### config.mk
export PLATFORM = sky130hd
export DESIGN_NAME = iq_interpolator
export DESIGN_NICKNAME = d
export VERILOG_FILES = /design/src/rtl/iq_interpolator.sv
export SDC_FILE = /design/constraint.sdc
export NUM_CORES = 1
export LEC_CHECK = 0
export ABC_AREA = 0
export CAP_MARGIN = 40
export CORE_AREA = 5 5 99 101
export DETAILED_ROUTE_END_ITERATION = 10
export DIE_AREA = 0 0 104 106
export PLACE_DENSITY_LB_ADDON = 0.05
export SLEW_MARGIN = 30
export SYNTH_ARGS = -nofsm -noshare
export SYNTH_HDL_FRONTEND = slang
export SYNTH_SLANG_ARGS = --single-unit
### constraint.sdc
create_clock -name sym_clk -period 4.3 [get_ports sym_clk]
set_input_delay 0.43 -clock sym_clk [delete_from_list [all_inputs] [get_ports sym_clk]]
set_output_delay 0.43 -clock sym_clk [all_outputs]
set_load 0.1 [all_outputs]
### src/rtl/iq_interpolator.sv
// Symbol-to-sample interpolator: prefetches {I,Q} symbols from the IQ FIFO and emits
// 2^OSR_LOG2 linearly interpolated samples per symbol. Optional macro: IQ_INTERP_UNDERRUN_CNT_EN.
module iq_interpolator #(
    parameter  int OSR_LOG2 = 2,
    localparam int SW       = 4 + OSR_LOG2
) (
    input  logic                 sym_clk,
    input  logic                 rst_n_sym,
    input  logic                 IQ_empty,
    input  logic [7:0]           IQ_data_out,
    output logic                 IQ_rd_en,
    input  logic                 sample_ready,
    output logic                 sample_valid,
    output logic signed [SW-1:0] I_sample,
    output logic signed [SW-1:0] Q_sample,
    output logic                 underrun
`ifdef IQ_INTERP_UNDERRUN_CNT_EN
    ,
    output logic [7:0]           underrun_cnt
`endif
);

    localparam int                  OSR    = 1 << OSR_LOG2;
    localparam int                  AW     = SW + 2;
    localparam logic [OSR_LOG2-1:0] K_LAST = OSR_LOG2'(OSR - 1);

    typedef enum logic {IDLE, RUN} state_t;

    typedef struct packed {
        logic signed [3:0] i;
        logic signed [3:0] q;
    } iq_t;

    state_t              state, state_d;
    iq_t                 prev, prev_d, cur, cur_d, nxt;
    logic                nxt_valid, nxt_valid_d;
    logic                rd_pending;
    logic [OSR_LOG2-1:0] k, k_d;
    logic                starved, starved_d;
    logic                underrun_d;
    logic signed [SW-1:0] i_sample_d, q_sample_d;

    // Weighted sum a*(OSR-k) + b*k; |result| <= 7*OSR always fits in SW bits.
    function automatic logic signed [SW-1:0] interp(input logic signed [3:0] a,
                                                    input logic signed [3:0] b,
                                                    input logic [OSR_LOG2-1:0] kk);
        logic signed [AW-1:0] ax, bx, wa, wb, acc;
        ax  = AW'(a);
        bx  = AW'(b);
        wb  = AW'(kk);
        wa  = AW'(OSR) - wb;
        acc = ax * wa + bx * wb;
        return acc[SW-1:0];
    endfunction

    // At most one read in flight, and only when the prefetch slot is free.
    assign IQ_rd_en = !IQ_empty && !nxt_valid && !rd_pending;

    always_comb begin
        // NOTE: every always_comb output gets a default first so no path infers a latch.
        state_d     = state;
        prev_d      = prev;
        cur_d       = cur;
        nxt_valid_d = nxt_valid;
        k_d         = k;
        starved_d   = starved;
        underrun_d  = 1'b0;

        if (rd_pending) nxt_valid_d = 1'b1;

        case (state)
            IDLE: begin
                if (nxt_valid) begin
                    prev_d      = '0;
                    cur_d       = nxt;
                    nxt_valid_d = 1'b0;
                    k_d         = '0;
                    starved_d   = 1'b0;
                    state_d     = RUN;
                end
            end
            RUN: begin
                if (sample_valid && sample_ready) begin
                    if (k != K_LAST) begin
                        k_d = k + OSR_LOG2'(1);
                    end else begin
                        k_d    = '0;
                        prev_d = cur;
                        if (nxt_valid) begin
                            cur_d       = nxt;
                            nxt_valid_d = 1'b0;
                            starved_d   = 1'b0;
                        end else if (!starved) begin
                            // First empty boundary: ramp toward zero over one interval.
                            cur_d      = '0;
                            starved_d  = 1'b1;
                            underrun_d = 1'b1;
                        end else begin
                            state_d    = IDLE;
                            underrun_d = 1'b1;
                        end
                    end
                end
            end
            default: state_d = IDLE;
        endcase

        i_sample_d = '0;
        q_sample_d = '0;
        if (state_d == RUN) begin
            i_sample_d = interp(prev_d.i, cur_d.i, k_d);
            q_sample_d = interp(prev_d.q, cur_d.q, k_d);
        end
    end

    // Outputs are registered from next-state values so they line up with the state.
    always_ff @(posedge sym_clk or negedge rst_n_sym) begin
        if (!rst_n_sym) begin
            state        <= IDLE;
            prev         <= '0;
            cur          <= '0;
            nxt          <= '0;
            nxt_valid    <= 1'b0;
            rd_pending   <= 1'b0;
            k            <= '0;
            starved      <= 1'b0;
            sample_valid <= 1'b0;
            I_sample     <= '0;
            Q_sample     <= '0;
            underrun     <= 1'b0;
        end else begin
            // NOTE: sequential state uses non-blocking assignments so all flops update together.
            state        <= state_d;
            prev         <= prev_d;
            cur          <= cur_d;
            nxt_valid    <= nxt_valid_d;
            rd_pending   <= IQ_rd_en;
            k            <= k_d;
            starved      <= starved_d;
            sample_valid <= (state_d == RUN);
            I_sample     <= i_sample_d;
            Q_sample     <= q_sample_d;
            underrun     <= underrun_d;
            if (rd_pending) nxt <= iq_t'(IQ_data_out);
        end
    end

`ifdef IQ_INTERP_UNDERRUN_CNT_EN
    always_ff @(posedge sym_clk or negedge rst_n_sym) begin
        if (!rst_n_sym) begin
            underrun_cnt <= '0;
        end else if (underrun_d && underrun_cnt != 8'hFF) begin
            underrun_cnt <= underrun_cnt + 8'd1;
        end
    end
`else
    // Without the counter only the underrun pulse is reported.
`endif

endmodule
# After elaboration in Yosys (flattened, before gate mapping)
# Cells that the tools add are included.
# word_totals
rom_bits,0
ram_bits,0
latchBits,0
out_inout_bits,15
inputBits,12
word_cells,69
reg_bits,43
memories,0
# op_classes
addsub,4
n_eq_ne,4
order_cmp,0
bitwise,1
mux,35
n_shift,0
div_mod_pow,0
n_reduce_logical,7
n_mul,4
# op_table
cell,n
$mux W8,8
$pmux W8 S2,2
$mux W1,16
$add A6 B6 Y6,2
$mul A4 B3 Y6,2
$mul A4 B4 Y6,2
$mux W6,2
$mux W2,3
$ne A2 B2 Y1 const B,3
$pmux W1 S2,3
$pmux W2 S2,1
$sub A3 B2 Y4 const A,1
$logic_and A1 B1 Y1,3
$logic_not A1 Y1,3
$reduce_and A3 Y1,1
$add A2 B1 Y2 const B,1
$ne A2 B1 Y1 const B,1
$not A1 Y1,1

# Longest topological paths before layout
# Gate-level depths: netlist of run 1.
# logic_depth
ltp_word,8
ltp_mapped,19
mapped_depth_nobuf,18

# Worst setup path before layout of run 1
# Ideal clock, no wire load.
# synth_timing
path_kind,register to register
start,register state
end,register I_sample[5]
path_stages_with_launch,17
setup_ps,79
slack_ps,-510
t_required_ps,4221
path_buffers,1
arrival_ps,4730
cell_sequence,dfrtp_1 buf_4 nand3b_1 and3_4 ha_1 and2_1 ha_1 fa_1 inv_1 fa_1 inv_1 fa_1 ha_1 nand2b_1 a21oi_1 xnor2_1 mux2i_1
# synth_between
elab_chain_cells,7
# synth_rtl
item,line_no,rtl
start: declaration,34,"state_t state, state_d;"
start signal: assignment,133,state <= state_d;
$logic_and A1 B1 Y1,-,
$mux W2,-,
$pmux W2 S2,71,case (state)
$sub A3 B2 Y4,51,wa = AW'(OSR) - wb;
$mul A4 B4 Y6,52,acc = ax * wa + bx * wb;
$add A6 B6 Y6,52,
$mux W6 (*),110,if (state_d == RUN) begin
named net i_sample_d[5],41,"logic signed [SW-1:0] i_sample_d, q_sample_d;"
end signal: assignment,141,I_sample <= i_sample_d;
end: declaration,14,"output logic signed [SW-1:0] I_sample,"
# Mark *: on every way through the listed nets, which the timed path passes. The rest lies on a longest branch.
# A chain may end at the register's enable or synchronous reset.

# Final worst setup path of run 1
# layout_timing
start,register k[1]
end,register Q_sample[5]
# layout_between
elab_chain_cells,8
# layout_rtl
item,line_no,rtl
start: declaration,38,"logic [OSR_LOG2-1:0] k, k_d;"
start signal: assignment,138,k <= k_d;
$add A2 B1 Y2 / $ne A2 B2 Y1 (equally long branches),"85, 84",
$mux W2,84,if (k != K_LAST) begin
$mux W2,83,if (sample_valid && sample_ready) begin
$pmux W2 S2,71,
$sub A3 B2 Y4,51,
$mul A4 B4 Y6,52,
$add A6 B6 Y6,52,
$mux W6 (*),110,
named net q_sample_d[5],41,
end signal: assignment,142,Q_sample <= q_sample_d;
end: declaration,15,"output logic signed [SW-1:0] Q_sample,"
# Marks and branches as above.

==> impl_metrics.ini, run 1 <==
[synth]
netlist_top_cells_area = dfrtp_1 (35%), ha_1 (14%), fa_1 (10%)
yosys-top-cells-count = dfrtp_1 (43), ha_1 (35), nor2_1 (33)
yosysMostFrequentCell = dfrtp_1
synth_top_cell_area_share = 0.350
syn_inst = 279
synth_fp_nets = 342
async_reset_ff_frac = 1.00
ys_warn_count = 0
synthDistinctLibCells = 43
ys_seq_area_frac = 0.350
synth_edf_count = 0
ys_seq_elements = 43
synthFlopType = dfrtp_1
avgSynthCellArea_sq_um = 11.0
syn_area_sq_mm = 0.00307
yosys.area.top_type = dfrtp_1

[outcome]
violations = setup timing
status = complete, but fails checks

[floorplanning]
ioPinCount = 27
initial_core_util = 0.344
rows = 35
die_h_microns = 106
dieArea_sq_mm = 0.0110
die_w_microns = 104
core_sq_mm = 0.00893

[detailed_routing]
wirelength_microns = 7570
drc_errors = 0
first_pass_iters = 4
route.detailed.wl_per_inst_microns = 14.8
vias = 2422
vias_per_cell = 4.72
ant_nets = 0
drtIter0Drc = 82

[setup_path]
crit_type = reg2reg
critPathLaunchType = flop
r2r_start = k[1]
ff2ff_setup_slack_ns = -0.003
reg2reg_depth = 17
cp_max_fo = 7
critPathCaptureType = flop
r2r_end = Q_sample[5]
arrival_ns = 4.52
worst-endpoint-required_ns = 4.52

[placed_design]
hpwl_microns = 5350
place_ws_ns = -0.593
gp_congestion = 0.745
port_buffers = 26

[global_route]
first_global_vias = 2633
grt_max_degree = 44
grt_pass1_wl_microns = 12800
overflow = 0
grt_util_all_layers = 0.142
antenna_found_initial = 0

[clock_tree]
cts_tree = yes
clk_latency_ns = 0.30
clkSinkCount = 43
path_clk_slew_ns = 0.09
htree_levels = 2
cts_root_buffer = clkbuf_8
cts_buffer_depth = 2
cts_inserted_buffers = 5

[final_layout]
n_antenna_cell = 0
nNetsFinal = 465
drive_gt1_frac = 0.468
area_growth_pct = 57.4
fillers = 801

[timing]
final.setup.worst_slack_ns = -0.00334
fin_worst_skew_ns = 0.0104
worstMarginPinSlew_ns = 0.580
rsz0062_at_grt = true
period_minus_slack_ns = 4.30
fin_crit_sh = 1.00
setup_viol = 1
finalHoldViolCount = 0
timing.fmax_mhz = 232
slew_viol_final = 0
slew_headroom = 0.613

[flow_run]
maxCapViolations = 0

[hold_path]
hp-class = in2async
==> worst max-delay path, cell delays in order, from the launching register on <==
cell and delay, ns:
dfrtp_1 0.43, buf_6 0.14, buf_6 0.11, mux2_4 0.27, a22oi_2 0.22, ha_4 0.28
and2_4 0.15, ha_4 0.23, fa_1 0.50, inv_2 0.04, fa_1 0.48, inv_1 0.05
fa_1 0.48, ha_4 0.31, nand2b_4 0.06, a21oi_4 0.13, xnor2_2 0.15, mux2i_1 0.20
==> registers in the layout (all words and copies together), names as in the netlist <==
signal      cells
I_sample        6
Q_sample        6
cur             8
k               2
nxt             8
nxt_valid       1
prev            8
rd_pending      1
starved         1
state           1
underrun        1
==> worst max-delay path by stage <==
| stage | startpoint | slack, ns | cells past startpoint | endpoint |
|---|---|---|---|---|
| 2_1_floorplan | state | -0.03 | 15 | I_sample[5] |
| 3_3_place_gp | sample_ready | -0.58 | 17 | Q_sample[5] |
| 3_5_place_dp | sample_ready | -0.59 | 17 | Q_sample[5] |
| 4_1_cts | k[1] | -0.08 | 16 | Q_sample[5] |
| 5_1_grt | k[1] | -0.16 | 17 | I_sample[5] |
| 6_report | k[1] | -0.003 | 17 | Q_sample[5] |
==> layout by cell type, fill, tap and decap left out, types with 5 or more instances in the layout <==
master | netlist | layout
ha_4 | 0 | 19
clkdlybuf4s50_1 | 0 | 24
ha_1 | 35 | 15
a22o_1 | 5 | 5
buf_8 | 0 | 15
buf_6 | 2 | 9
nor2_1 | 33 | 27
fa_1 | 16 | 12
buf_4 | 2 | 75
mux2_2 | 13 | 12
dfrtp_1 | 43 | 42
and2_1 | 28 | 22
mux2i_1 | 10 | 8
inv_1 | 26 | 22
clkbuf_8 | 0 | 5
and2_4 | 0 | 6
==> kinds of logic (layout without fill, tap and decap cells) <==
family / Yosys count / in the layout / share of synthesized area
and+or+nand+nor: 88 / 88 / 0.160
adders and majority gates: 51 / 51 / 0.247
DFF: 43 / 43 / 0.350
buffers and inverters: 36 / 159 / 0.0542
AOI/OAI and AO/OA: 24 / 24 / 0.0583
muxes: 24 / 24 / 0.0839
xor gates and xnor gates: 13 / 13 / 0.0460
==> through the flow <==
step                std cells  cell area, sq um  TNS [ns]  utilization  hold slack [ns]
global placement          454              3840     -2.63        0.430            0.495
floorplan                 279              3170   -0.0536            -            0.134
CTS                       511              4560    -0.160        0.510            0.227
global route              513              4830    -0.619        0.541            0.252
detailed placement        469              4070     -2.57        0.455            0.496
finish                    513              4830  -0.00334        0.541            0.197
==> routing by layer <==
metal | vias to the layer above | part of all wire | track usage
met5 | - | 0 | 0
met4 | 0 | 0.0090 | 0.0324
met3 | 4 | 0.012 | 0.0188
met2 | 15 | 0.53 | 0.256
met1 | 1220 | 0.45 | 0.180
li1 | 1183 | - | -
==> cell type report <==
class,count,area (sq um),area share
Inverter,27,106,0.0220
Multi-Input combinational cell,200,2280,0.472
Sequential cell,43,1080,0.223
Clock buffer,5,68.8,0.0142
Timing Repair Buffer,125,1140,0.237
Clock inverter,2,13.8,0.00285
Tap cell,111,139,0.0287
==> what timing repair did <==
action                                  in CTS  in global routing
gates resized for setup                     32                 40
hold buffers                                 0                  0
buffers inserted                            35                  4
pin swaps                                   22                 38
endpoints found under the setup margin       5                  6
Power of run 1 is not shown: default switching activity piles up to over one toggle a cycle in this logic, so the estimate is an artifact.
==> run 2, diff against run 1 <==
--- a/config.mk
+++ b/config.mk
@@ -10,6 +10,7 @@
 export CORE_AREA = 5 5 99 101
 export DETAILED_ROUTE_END_ITERATION = 10
 export DIE_AREA = 0 0 104 106
+export MAX_ROUTING_LAYER = met4
 export PLACE_DENSITY_LB_ADDON = 0.05
 export SLEW_MARGIN = 30
 export SYNTH_ARGS = -nofsm -noshare
==> run 2 against run 1 <==
Net effect: the flow still finishes with violations (setup timing); cell count did not move; clock-buffer cell count stayed put; flip-flop and latch count did not move; die area stayed put; non-clock buffer count unchanged; hold slack got worse by 0.0076 ns; largest cell class unchanged; highest routed layer unchanged.
==> impl_metrics.ini, run 2 (synthesis results as in run 1) <==
[final_layout]
stdcell_count = 513
multi_input_area_sq_mm = 0.00228
area_growth_pct = 57.4
final_cell_mix = buf_4 (75), dfrtp_1 (42), nor2_1 (27)
drive_gt1_frac = 0.468
regArea_sq_mm = 0.00108
nNetsFinal = 465
final_common_cell = buf_4
n_antenna_cell = 0
reg_top3 = cur (8), nxt (8), prev (8)
postLayoutCellArea_sq_mm = 0.00483
fillers = 801

[timing]
rsz0062_at_grt = true
worstMarginPinSlew_ns = 0.586
fin_worst_skew_ns = 0.0111
timing.fmax_mhz = 232
setup_viol = 1
finalHoldViolCount = 0
tns_ns = -0.00374
fin_crit_sh = 1.00
final.setup.worst_slack_ns = -0.00374
slew_viol_final = 0
period_minus_slack_ns = 4.30
slew_headroom = 0.609

[detailed_routing]
drc_errors = 0
vias_per_cell = 4.71
vias = 2417
wirelength_microns = 7590
drtIter0Drc = 87
ant_nets = 0
route.detailed.wl_per_inst_microns = 14.8
first_pass_iters = 4

[clock_tree]
cts_root_buffer = clkbuf_8
cts_buffer_depth = 2
cts_tree = yes
cts_inserted_buffers = 5
path_clk_slew_ns = 0.09
htree_levels = 2
clk_latency_ns = 0.30
cts.hold.buffers_added = 0
clkSinkCount = 43

[setup_path]
critPathCaptureType = flop
critPathLaunchType = flop
worst-endpoint-required_ns = 4.52
crit_type = reg2reg
cp_max_fo = 7
ff2ff_setup_slack_ns = -0.004
arrival_ns = 4.52

[global_route]
grt_util_all_layers = 0.146
grt_pass1_wl_microns = 12800
grt_max_degree = 44
overflow = 0
antenna_found_initial = 0
first_global_vias = 2631

[outcome]
violations = setup timing
status = complete, but fails checks

[placed_design]
place_ws_ns = -0.593
dp_cells = 469
postPlaceCellArea_sq_mm = 0.00407
hpwl_microns = 5350
port_buffers = 26
gp_congestion = 0.754

[floorplanning]
dieArea_sq_mm = 0.0110
die_w_microns = 104
ioPinCount = 27
core_sq_mm = 0.00893
initial_core_util = 0.344
rows = 35
die_h_microns = 106

[hold_path]
hp-class = in2async

[flow_run]
maxCapViolations = 0
[run 2: cell counts in the layout (fill, tap and decap cells not counted)]
Identical to the previous run, type by type.
[run 2: area by class of cell]
class                           count  share of cell area
Multi-Input combinational cell    200               0.472
Timing Repair Buffer              125               0.237
Sequential cell                    43               0.223
Tap cell                          111              0.0287
Inverter                           27              0.0220
Clock buffer                        5              0.0142
Clock inverter                      2             0.00285
[run 2: critical path, cell delays in order (launching register included)]
cell      delay (ns)
dfrtp_1         0.43
buf_6           0.14
buf_6           0.11
mux2_4          0.27
a22oi_2         0.22
ha_4            0.28
and2_4          0.15
ha_4            0.23
fa_1            0.50
inv_2           0.04
fa_1            0.48
inv_1           0.05
fa_1            0.48
ha_4            0.31
nand2b_4        0.06
a21oi_4         0.13
xnor2_2         0.15
mux2i_1         0.20
[run 2: through the flow]
stage,hold slack (ns),util
3_3_place_gp,0.495,0.430
5_1_grt,0.252,0.541
4_1_cts,0.227,0.510
3_5_place_dp,0.496,0.455
2_1_floorplan,0.134,-
6_report,0.189,0.541
[run 2: routing by layer]
metal	global-route usage	wire [microns]
met3	0.0188	104
met2	0.256	4020
met1	0.180	3400
met5	-	0
met4	0.0324	64
[run 2: path summary, 6_finish.rpt]
path | from | endpoint | cells past startpoint
max in group asynchronous | rst_n_sym | state | 2
hold / removal | rst_n_sym | nxt[7] | 2
hold reg to reg | nxt[3] | nxt[3] | 1
min in group sym_clk | nxt[3] | nxt[3] | 1
setup / recovery | k[1] | Q_sample[5] | 17
setup reg to reg | k[1] | Q_sample[5] | 17
[run 2: what timing repair did]
item                                    4_1_cts  5_1_grt
endpoints found under the setup margin        5        6
resized for setup                            32       40
pin swaps                                    22       38
gates cloned                                  0        0
buffers inserted                             35        4
Power of run 2 is left out for the same reason.
